<file path="src/rtl/arbitro_rr_merge_if.sv">
// Handshake bundle between the four class FIFOs,
// the merge arbiter and the downstream FIFO.
interface arbitro_rr_merge_if #(
  parameter int DATA_W = 12,
  parameter int CNT_W  = 8
);
  logic [3:0]          empty;
  logic [4*DATA_W-1:0] fifo_in;
  logic                almost_full;
  logic [3:0]          pop;
  logic                push;
  logic [DATA_W-1:0]   data_out;
  logic [1:0]          grant;
  logic [4*CNT_W-1:0]  served;

  modport master (
    input  empty, fifo_in, almost_full,
    output pop, push, data_out, grant, served
  );

  modport slave (
    output empty, fifo_in, almost_full,
    input  pop, push, data_out, grant, served
  );
endinterface

</file>
<file path="src/rtl/arbitro_rr_merge.sv">
// Weighted round-robin merge of four class FIFOs
// into one downstream FIFO, registered output.
module arbitro_rr_merge #(
  parameter int DATA_W = 12,
  parameter int WEIGHT = 2,
  parameter int CNT_W  = 8
) (
  input  logic clk,
  input  logic reset,
  arbitro_rr_merge_if.master bus
);

  typedef enum logic [1:0] {
    IDLE  = 2'd0,
    SERVE = 2'd1,
    STALL = 2'd2
  } state_t;

  localparam logic [3:0] WMAX = 4'(WEIGHT);

  state_t             state_q, state_d;
  logic [1:0]         grant_q;
  logic [1:0]         rr_ptr_q;
  logic [3:0]         burst_q, burst_d;
  logic               push_q;
  logic [DATA_W-1:0]  data_q;
  logic [CNT_W-1:0]   served_q [4];

  logic [1:0]         sel;
  logic [1:0]         idx;
  logic               keep;
  logic               early;
  logic               avail;
  logic               do_pop;
  logic [DATA_W-1:0]  head;

  // Source selection: hold the grant while its burst lasts,
  // otherwise first non-empty source from rr_ptr onward.
  always_comb begin
    keep  = !bus.empty[grant_q] && (burst_q < WMAX);
    early = bus.empty[grant_q] && (burst_q < WMAX);
    avail = |(~bus.empty);
    sel   = grant_q;
    idx   = 2'd0;
    if (!keep) begin
      sel = rr_ptr_q;
      for (int k = 3; k >= 0; k--) begin
        idx = rr_ptr_q + 2'(k);
        if (!bus.empty[idx]) sel = idx;
      end
    end
    burst_d = keep ? burst_q + 4'd1 : 4'd1;
    head    = bus.fifo_in[int'(sel)*DATA_W +: DATA_W];
  end

  // Next state and pop enable; reset always kills the pop.
  always_comb begin
    state_d = state_q;
    do_pop  = 1'b0;
    unique case (state_q)
      IDLE: begin
        if (!bus.almost_full && avail) state_d = SERVE;
      end
      SERVE: begin
        do_pop = !bus.almost_full && avail;
        if (bus.almost_full) state_d = STALL;
        else if (!avail)     state_d = IDLE;
      end
      STALL: begin
        if (!bus.almost_full) state_d = avail ? SERVE : IDLE;
      end
      default: state_d = IDLE;
    endcase
    if (reset) do_pop = 1'b0;
  end

  assign bus.pop      = do_pop ? (4'b0001 << sel) : 4'b0000;
  assign bus.push     = push_q;
  assign bus.data_out = data_q;
  assign bus.grant    = grant_q;

  // Flatten the per-source counters onto the output bus.
  always_comb begin
    bus.served = '0;
    for (int i = 0; i < 4; i++)
      bus.served[i*CNT_W +: CNT_W] = served_q[i];
  end

  // State, output register, burst/pointer and counters.
  always_ff @(posedge clk) begin
    if (reset) begin
      state_q  <= IDLE;
      push_q   <= 1'b0;
      data_q   <= '0;
      grant_q  <= 2'd0;
      burst_q  <= 4'd0;
      rr_ptr_q <= 2'd0;
      for (int i = 0; i < 4; i++) served_q[i] <= '0;
    end else begin
      state_q <= state_d;
      push_q  <= do_pop;
      if (do_pop) begin
        data_q  <= head;
        grant_q <= sel;
        burst_q <= burst_d;
        if (burst_d == WMAX || early)
          rr_ptr_q <= sel + 2'd1;
        if (served_q[sel] != '1)
          served_q[sel] <= served_q[sel] + 1'b1;
      end
    end
  end

endmodule
</file>
<file path="src/flat_wrapper.sv">
// flat-port wrapper written by rule: the top's interface ports become plain ports
module arbitro_rr_merge_flat 
#(
  parameter int DATA_W = 12,
  parameter int WEIGHT = 2,
  parameter int CNT_W  = 8
)
  (clk, reset, bus_empty, bus_fifo_in, bus_almost_full, bus_pop, bus_push, bus_data_out, bus_grant, bus_served);
  arbitro_rr_merge_if #(.DATA_W(DATA_W), .CNT_W(CNT_W)) bus_i ();
  input  logic clk;
  input  logic reset;
  input wire logic [$bits(bus_i.empty)-1:0] bus_empty;
  input wire logic [$bits(bus_i.fifo_in)-1:0] bus_fifo_in;
  input wire logic [$bits(bus_i.almost_full)-1:0] bus_almost_full;
  output wire logic [$bits(bus_i.pop)-1:0] bus_pop;
  output wire logic [$bits(bus_i.push)-1:0] bus_push;
  output wire logic [$bits(bus_i.data_out)-1:0] bus_data_out;
  output wire logic [$bits(bus_i.grant)-1:0] bus_grant;
  output wire logic [$bits(bus_i.served)-1:0] bus_served;
  assign bus_i.empty = bus_empty;
  assign bus_i.fifo_in = bus_fifo_in;
  assign bus_i.almost_full = bus_almost_full;
  assign bus_pop = bus_i.pop;
  assign bus_push = bus_i.push;
  assign bus_data_out = bus_i.data_out;
  assign bus_grant = bus_i.grant;
  assign bus_served = bus_i.served;
  arbitro_rr_merge #(.DATA_W(DATA_W), .WEIGHT(WEIGHT), .CNT_W(CNT_W)) u_core (.clk(clk), .reset(reset), .bus(bus_i));
endmodule
</file>
<file path="config.mk">
export PLATFORM = sky130hd
export DESIGN_NAME = arbitro_rr_merge_flat
export DESIGN_NICKNAME = d
export VERILOG_FILES = /design/src/rtl/arbitro_rr_merge_if.sv /design/src/rtl/arbitro_rr_merge.sv /design/src/flat_wrapper.sv
export SDC_FILE = /design/constraint.sdc
export NUM_CORES = 1
export LEC_CHECK = 0
export CAP_MARGIN = 30
export CORE_MARGIN = 5
export CORE_UTILIZATION = 35
export CTS_CLUSTER_DIAMETER = 40
export CTS_CLUSTER_SIZE = 20
export DETAILED_ROUTE_END_ITERATION = 16
export SETUP_SLACK_MARGIN = 0.2
export SYNTH_ARGS = -nofsm -noshare
export SYNTH_HDL_FRONTEND = slang
export SYNTH_SLANG_ARGS = --single-unit
</file>
<file path="constraint.sdc">
create_clock -name clk -period 5.3 [get_ports clk]
set_input_delay 1.59 -clock clk [delete_from_list [all_inputs] [get_ports clk]]
set_output_delay 1.59 -clock clk [all_outputs]
set_load 0.01 [all_outputs]
</file>
; ---- Word-level counts from Yosys, hierarchy flattened
; Memory sizes are Yosys's and may differ from the RTL's.
; Cells that the tools add are included.
[totals]
mem_count = 1
elab_cells = 75
mem_bits_rw = 32
register_bits = 23
in_bits = 55
[classes]
reduce_logical = 11
multipliers = 1
eq_ne = 7
add_sub_neg = 6
n_bitwise = 1
n_mux = 34
shifts = 2
order_cmp = 6
[memory_table]
columns = name, words, word_bits, rd, rd_clocked_by_memory_dff, wr, line_no
row1 = u_core.served_q, 4, 8, 5, 0, 4, arbitro_rr_merge.sv:27  ; logic [CNT_W-1:0] served_q [4];
[op_table]
columns = cell, n
row1 = variable part select 48 x 32 -> 12 bit, 1
row2 = 2-to-1 mux 2 bit, 10
row3 = "< comparator 2 x 3 -> 1 bit, second input constant", 5
row4 = 2-to-1 mux 1 bit, 15
row5 = binary-select mux 1 bit (select 2 bit), 5
row6 = "adder 8 x 1 -> 8 bit, second input constant", 1
row7 = 2-to-1 mux 4 bit, 2
row8 = 2-to-1 mux 8 bit, 1
row9 = "inequality test 8 bit, second input constant", 1
row10 = OR reduction 8 bit, 1
row11 = one-hot mux 2 bit (3 select lines), 1
row12 = "adder 2 x 1 -> 2 bit, second input constant", 2
row13 = "adder 2 bit, second input constant", 2
row14 = "adder 4 x 1 -> 4 bit, second input constant", 1
row15 = "equality test 4 x 2 -> 1 bit, second input constant", 1
row16 = "< comparator 4 x 2 -> 1 bit, second input constant", 1
row17 = "multiplier 2 x 2 -> 4 bit, second input constant", 1
row18 = NOT 4 bit, 1
row19 = OR reduction 4 bit, 1
row20 = "left shift 1 x 2 -> 4 bit, first input constant", 1
row21 = logical AND 1 bit, 3
row22 = "inequality test 3 bit, second input constant", 1
row23 = AND reduction 3 bit, 1
row24 = "equality test 2 x 1 -> 1 bit, second input constant", 1
row25 = other kinds (7), 8

; ---- Depth between registers and ports, before layout
; An unclocked memory read counts as a cell.
[depth]
depth_word = 16
depth_mapped = 12

; ---- Worst setup path before layout
; Ideal clock, no wire load.
[synth_path]
path_kind = input -> output
start = input bus_empty[3]
end = output bus_pop[1]
n_path_buf = 4
slack_ns = 0.146
stages = 10
arrival_time_ns = 3.564
path_cell_list = mux4_2 -> nand2b_4 -> a31oi_1 -> buf_6 -> buf_12 -> buf_2 -> buf_2 -> inv_1 -> ha_1 -> and2_1
[synth_between]
elab_chain_cells = 9
elab_cells_between_ends = 24
[synth_lines]
columns = element, line_no
row1 = from (decl), flat_wrapper.sv:12  ; input wire logic [$bits(bus_i.empty)-1:0] bus_empty;
row2 = binary-select mux 1 bit (select 2 bit), arbitro_rr_merge.sv:49  ; if (!bus.empty[idx]) sel = idx;
row3 = 2-to-1 mux 1 bit (not written as such), arbitro_rr_merge.sv:49
row4 = 2-to-1 mux 2 bit (4 in series), arbitro_rr_merge.sv:49
row5 = 2-to-1 mux 2 bit *, arbitro_rr_merge.sv:45  ; if (!keep) begin
row6 = named net u_core.sel[1], arbitro_rr_merge.sv:29  ; logic [1:0] sel;
row7 = left shift 1 x 2 -> 4 bit *, arbitro_rr_merge.sv:77  ; assign bus.pop = do_pop ? (4'b0001 << sel) : 4'b0000;
row8 = 2-to-1 mux 4 bit *, arbitro_rr_merge.sv:77
row9 = to (decl), flat_wrapper.sv:15  ; output wire logic [$bits(bus_i.pop)-1:0] bus_pop;
; The timed path passes the listed nets; every way through them passes the cells marked *. The select of a mux whose other input is x is not followed.

; ---- Final worst setup path
[layout_path]
start = input bus_empty[3]
end = output bus_pop[1]
[layout_between]
elab_chain_cells = 9
elab_cells_between_ends = 24
[layout_lines]
columns = element, line_no
row1 = binary-select mux 1 bit (select 2 bit), arbitro_rr_merge.sv:49
row2 = 2-to-1 mux 1 bit (not written as such), arbitro_rr_merge.sv:49
row3 = 2-to-1 mux 2 bit (4 in series), arbitro_rr_merge.sv:49
row4 = 2-to-1 mux 2 bit, arbitro_rr_merge.sv:45
row5 = left shift 1 x 2 -> 4 bit, arbitro_rr_merge.sv:77
row6 = 2-to-1 mux 4 bit *, arbitro_rr_merge.sv:77
; Mark *: on every way between the ends. The rest lies on a longest branch, timed or not. The select of a mux whose other input is x is not followed.

==> metrics.txt <==
fin. max-slew vios=0; Synth Net Count=around 360; Root Driver=clkbuf_8; RSZ-0062 raised after global routing=false; post-layout util=0.5290; Post-Synth XOR/XNOR Area=0.01135; Final ANT Viol Nets=0; core area=8636 µm²; Routed WL per cell=approximately 16 µm; Commonest cells post-synth=mux2i_1, nand2_1, edfxtp_1, dfxtp_1, a21oi_1; number of global-route vias before repair=2824; TritonCTS buffer count=5; Synth Area in Adders=0.02433; n_diodes=0; Worst Setup EP=bus_pop[1]; final hold vios=0; mux cell area share after synthesis=0.1780; top cell type's share of synthesized area=0.3114; main combinational cell family by area after synthesis=multiplexers; final setup violation count=0; VDD IR max=just over 100 µV; DRT Wirelength=between 8 and 9 mm; GRT Total Usage=0.1545; power density cells=205.9 nW/µm²; post-synthesis compound-gate area fraction=0.1367; Post-Syn Instances=between 200 and 300; crit-path max FO=7; leading post-synthesis cells by cell area=edfxtp_1, dfxtp_1, mux2i_1; CP Launch Type=input port; Synth warnings=0; async set-or-reset flop fraction in the synthesized netlist=0; Simple-Gate Fraction of Synth Area=0.1480; CP startpoint=bus_empty[3]; DP HPWL=around 6.5 mm; layout cells sized above 1=0.1841; Reg clk slew, reported paths=around 0.10 ns; worst path required time=3.71 ns; Hold Crit Class=reg2reg; Crit Reg-Reg Startpoint=u_core.burst_q[3]; CP endpoint kind=output pin; fmax=a little under 200 MHz; Clock Latency Late Sink=0.32 ns; final worst path period need=5.033 ns; switching part of the total power=0.2749; Initial Utilization=0.3573; Top FF cell, synth=edfxtp_1; post-synthesis sequential area ratio=0.4607; IO Pins=~110; Num Clock Sinks=55; Arr. time, crit path=~3.4 ns; # DRC=0; first-pass GRT wire length=around 14 mm; max_cap viols=0; I/O Buffers=roughly 110; Int Power=a little under 0.0007 W; worst hold margin=0.4623 ns; Logic pwr share=0.238; Mean Syn Cell Area=between 10 and 15 µm²; Die Y=103.9 µm; drt first-iter violations=60; row count=34; dpl ws=-0.3006 ns; vias post-DR=about 2700; Layout area overhead=48.05%; EDFF count, synth=32; FF-to-FF path depth=16; Post-Synthesis Cell Area=3085 µm²; Worst R2R End=u_core.served_q[3][1]; initial antenna violation count=0; slew margin rel.=0.6297; CTS Hold Bufs=0; Clock Power Share=0.259; critical path class=in2out; Vias per Instance=slightly above 5; worst-case clock skew=between 0.007 and 0.008 ns; Pwr Total=about 0.00094 W; leakage=between 1.5 and 2 nW; die area=approximately 11000 µm²; count of unique library cells instantiated by Yosys=between 40 and 50; Worst-Margin Slew=roughly 0.56 ns; fin worst setup slack=about 0.27 ns; Fin Setup TNS=0 ns; number of nets in the layout=between 400 and 500; Yosys top cell by area=edfxtp_1; CTS H-Tree Depth=2; flops & latches, synth=between 50 and 60; Sw Pwr=between 0.0002 and 0.0003 W; Final GP Congestion=about 0.86; pin count of the biggest net entering global routing=27; Pre-antenna DRT Iters=4; CTS tree=yes; period utilisation layout=0.9495; Worst R2R Setup Slack=1.46 ns; chip width=103.9 µm; global route total overflow=0; outcome=complete, no violations; Reg power frac=0.504; clock tree buffer depth=2
[registers in the layout (all words and copies together), names as in the netlist]
| register | count |
|---|---|
| u_core.bus.data_out | 12 |
| u_core.burst_q | 4 |
| u_core.rr_ptr_q | 2 |
| u_core.state_q | 2 |
| u_core.served_q | 32 |
| u_core.bus.grant | 2 |
| u_core.bus.push | 1 |
[power by group through the flow]
stage          registers [W]  logic, W  clock network (W)
2_1_floorplan       0.000489  0.000100                  0
3_3_place_gp        0.000483  0.000214                  0
3_5_place_dp        0.000484  0.000216                  0
4_1_cts             0.000474  0.000225           0.000248
5_1_grt             0.000476  0.000241           0.000267
6_report            0.000474  0.000224           0.000243
[stage by stage]
| step | instance area (µm²) | cells |
|---|---|---|
| final | 4568 | 537 |
| after global routing | 4568 | 537 |
| after CTS | 4561 | 537 |
| after detailed placement | 4393 | 518 |
| after global placement | 4393 | 518 |
| after floorplan | 3088 | 296 |
[cell families after synthesis]
kind of cell	after synthesis
buffers and inverters	25
AO/OA/AOI/OAI	63
AND/OR/NAND/NOR	92
XOR/XNOR	4
adder cells (fa/ha/maj)	6
multiplexers	51
flip-flops	55
[area by class of cell]
type	count	area, µm²
Clock buffer	5	68.82
Clock inverter	3	23.77
Fill cell	800	4068
Inverter	6	22.52
Multi-Input combinational cell	216	1564
Sequential cell	55	1421
Tap cell	108	135.1
Timing Repair Buffer	144	1333
[how the worst min path moves through the flow]
stage,from,end,slack (ns),cells after the start
5_1_grt,u_core.bus.data_out[5],u_core.bus.data_out[5],0.49,2
2_1_floorplan,u_core.state_q[0],u_core.state_q[0],0.44,1
4_1_cts,u_core.bus.data_out[11],u_core.bus.data_out[11],0.46,2
6_report,u_core.bus.data_out[4],u_core.bus.data_out[4],0.46,2
3_5_place_dp,u_core.bus.data_out[11],u_core.bus.data_out[11],0.45,2
3_3_place_gp,u_core.bus.data_out[7],u_core.bus.data_out[7],0.44,2
[placed cells by master, fill, tap and decap left out, types with 2 or more instances in the layout]
master / n
or3_4: 2
o211ai_1: 13
o21bai_2: 3
dlygate4sd2_1: 4
buf_6: 2
clkdlybuf4s50_1: 97
mux2_2: 12
ha_1: 6
mux2i_2: 3
inv_1: 4
dfxtp_1: 23
inv_2: 2
a211oi_1: 12
a21oi_1: 18
or3_1: 2
nand3b_1: 2
a22oi_1: 4
buf_2: 3
clkbuf_8: 5
nor3b_1: 2
nor2b_1: 4
edfxtp_1: 32
buf_4: 37
nor2_1: 15
xor2_1: 3
nand2_1: 35
o21bai_1: 2
nand3_1: 6
o21ai_0: 3
mux2i_1: 35
nor3_1: 14
and2_1: 5
[layer usage]
metal | vias to the layer above | GRT usage | part of all wire
met5 | - | 0 | 0
met4 | 0 | 0.02498 | 0.0036
met3 | 5 | 0.05214 | 0.072
met2 | 81 | 0.2851 | 0.52
met1 | 1307 | 0.1741 | 0.41
li1 | 1353 | - | -
[critical path, stage by stage]
cell and delay (ns):
dlygate4sd2_1 0.25, buf_6 0.13, mux4_2 0.49, nand2b_4 0.17, a31oi_4 0.23, inv_2 0.07
ha_1 0.17, and2_1 0.13, clkdlybuf4s15_2 0.22
[timing repair]
item | CTS | global route
resized for setup | 25 | 2
pin swaps | 4 | 1
endpoints found under the setup margin | 4 | 12
buffers inserted | 11 | 0
Note: power is estimated with default switching activity, not from simulation.
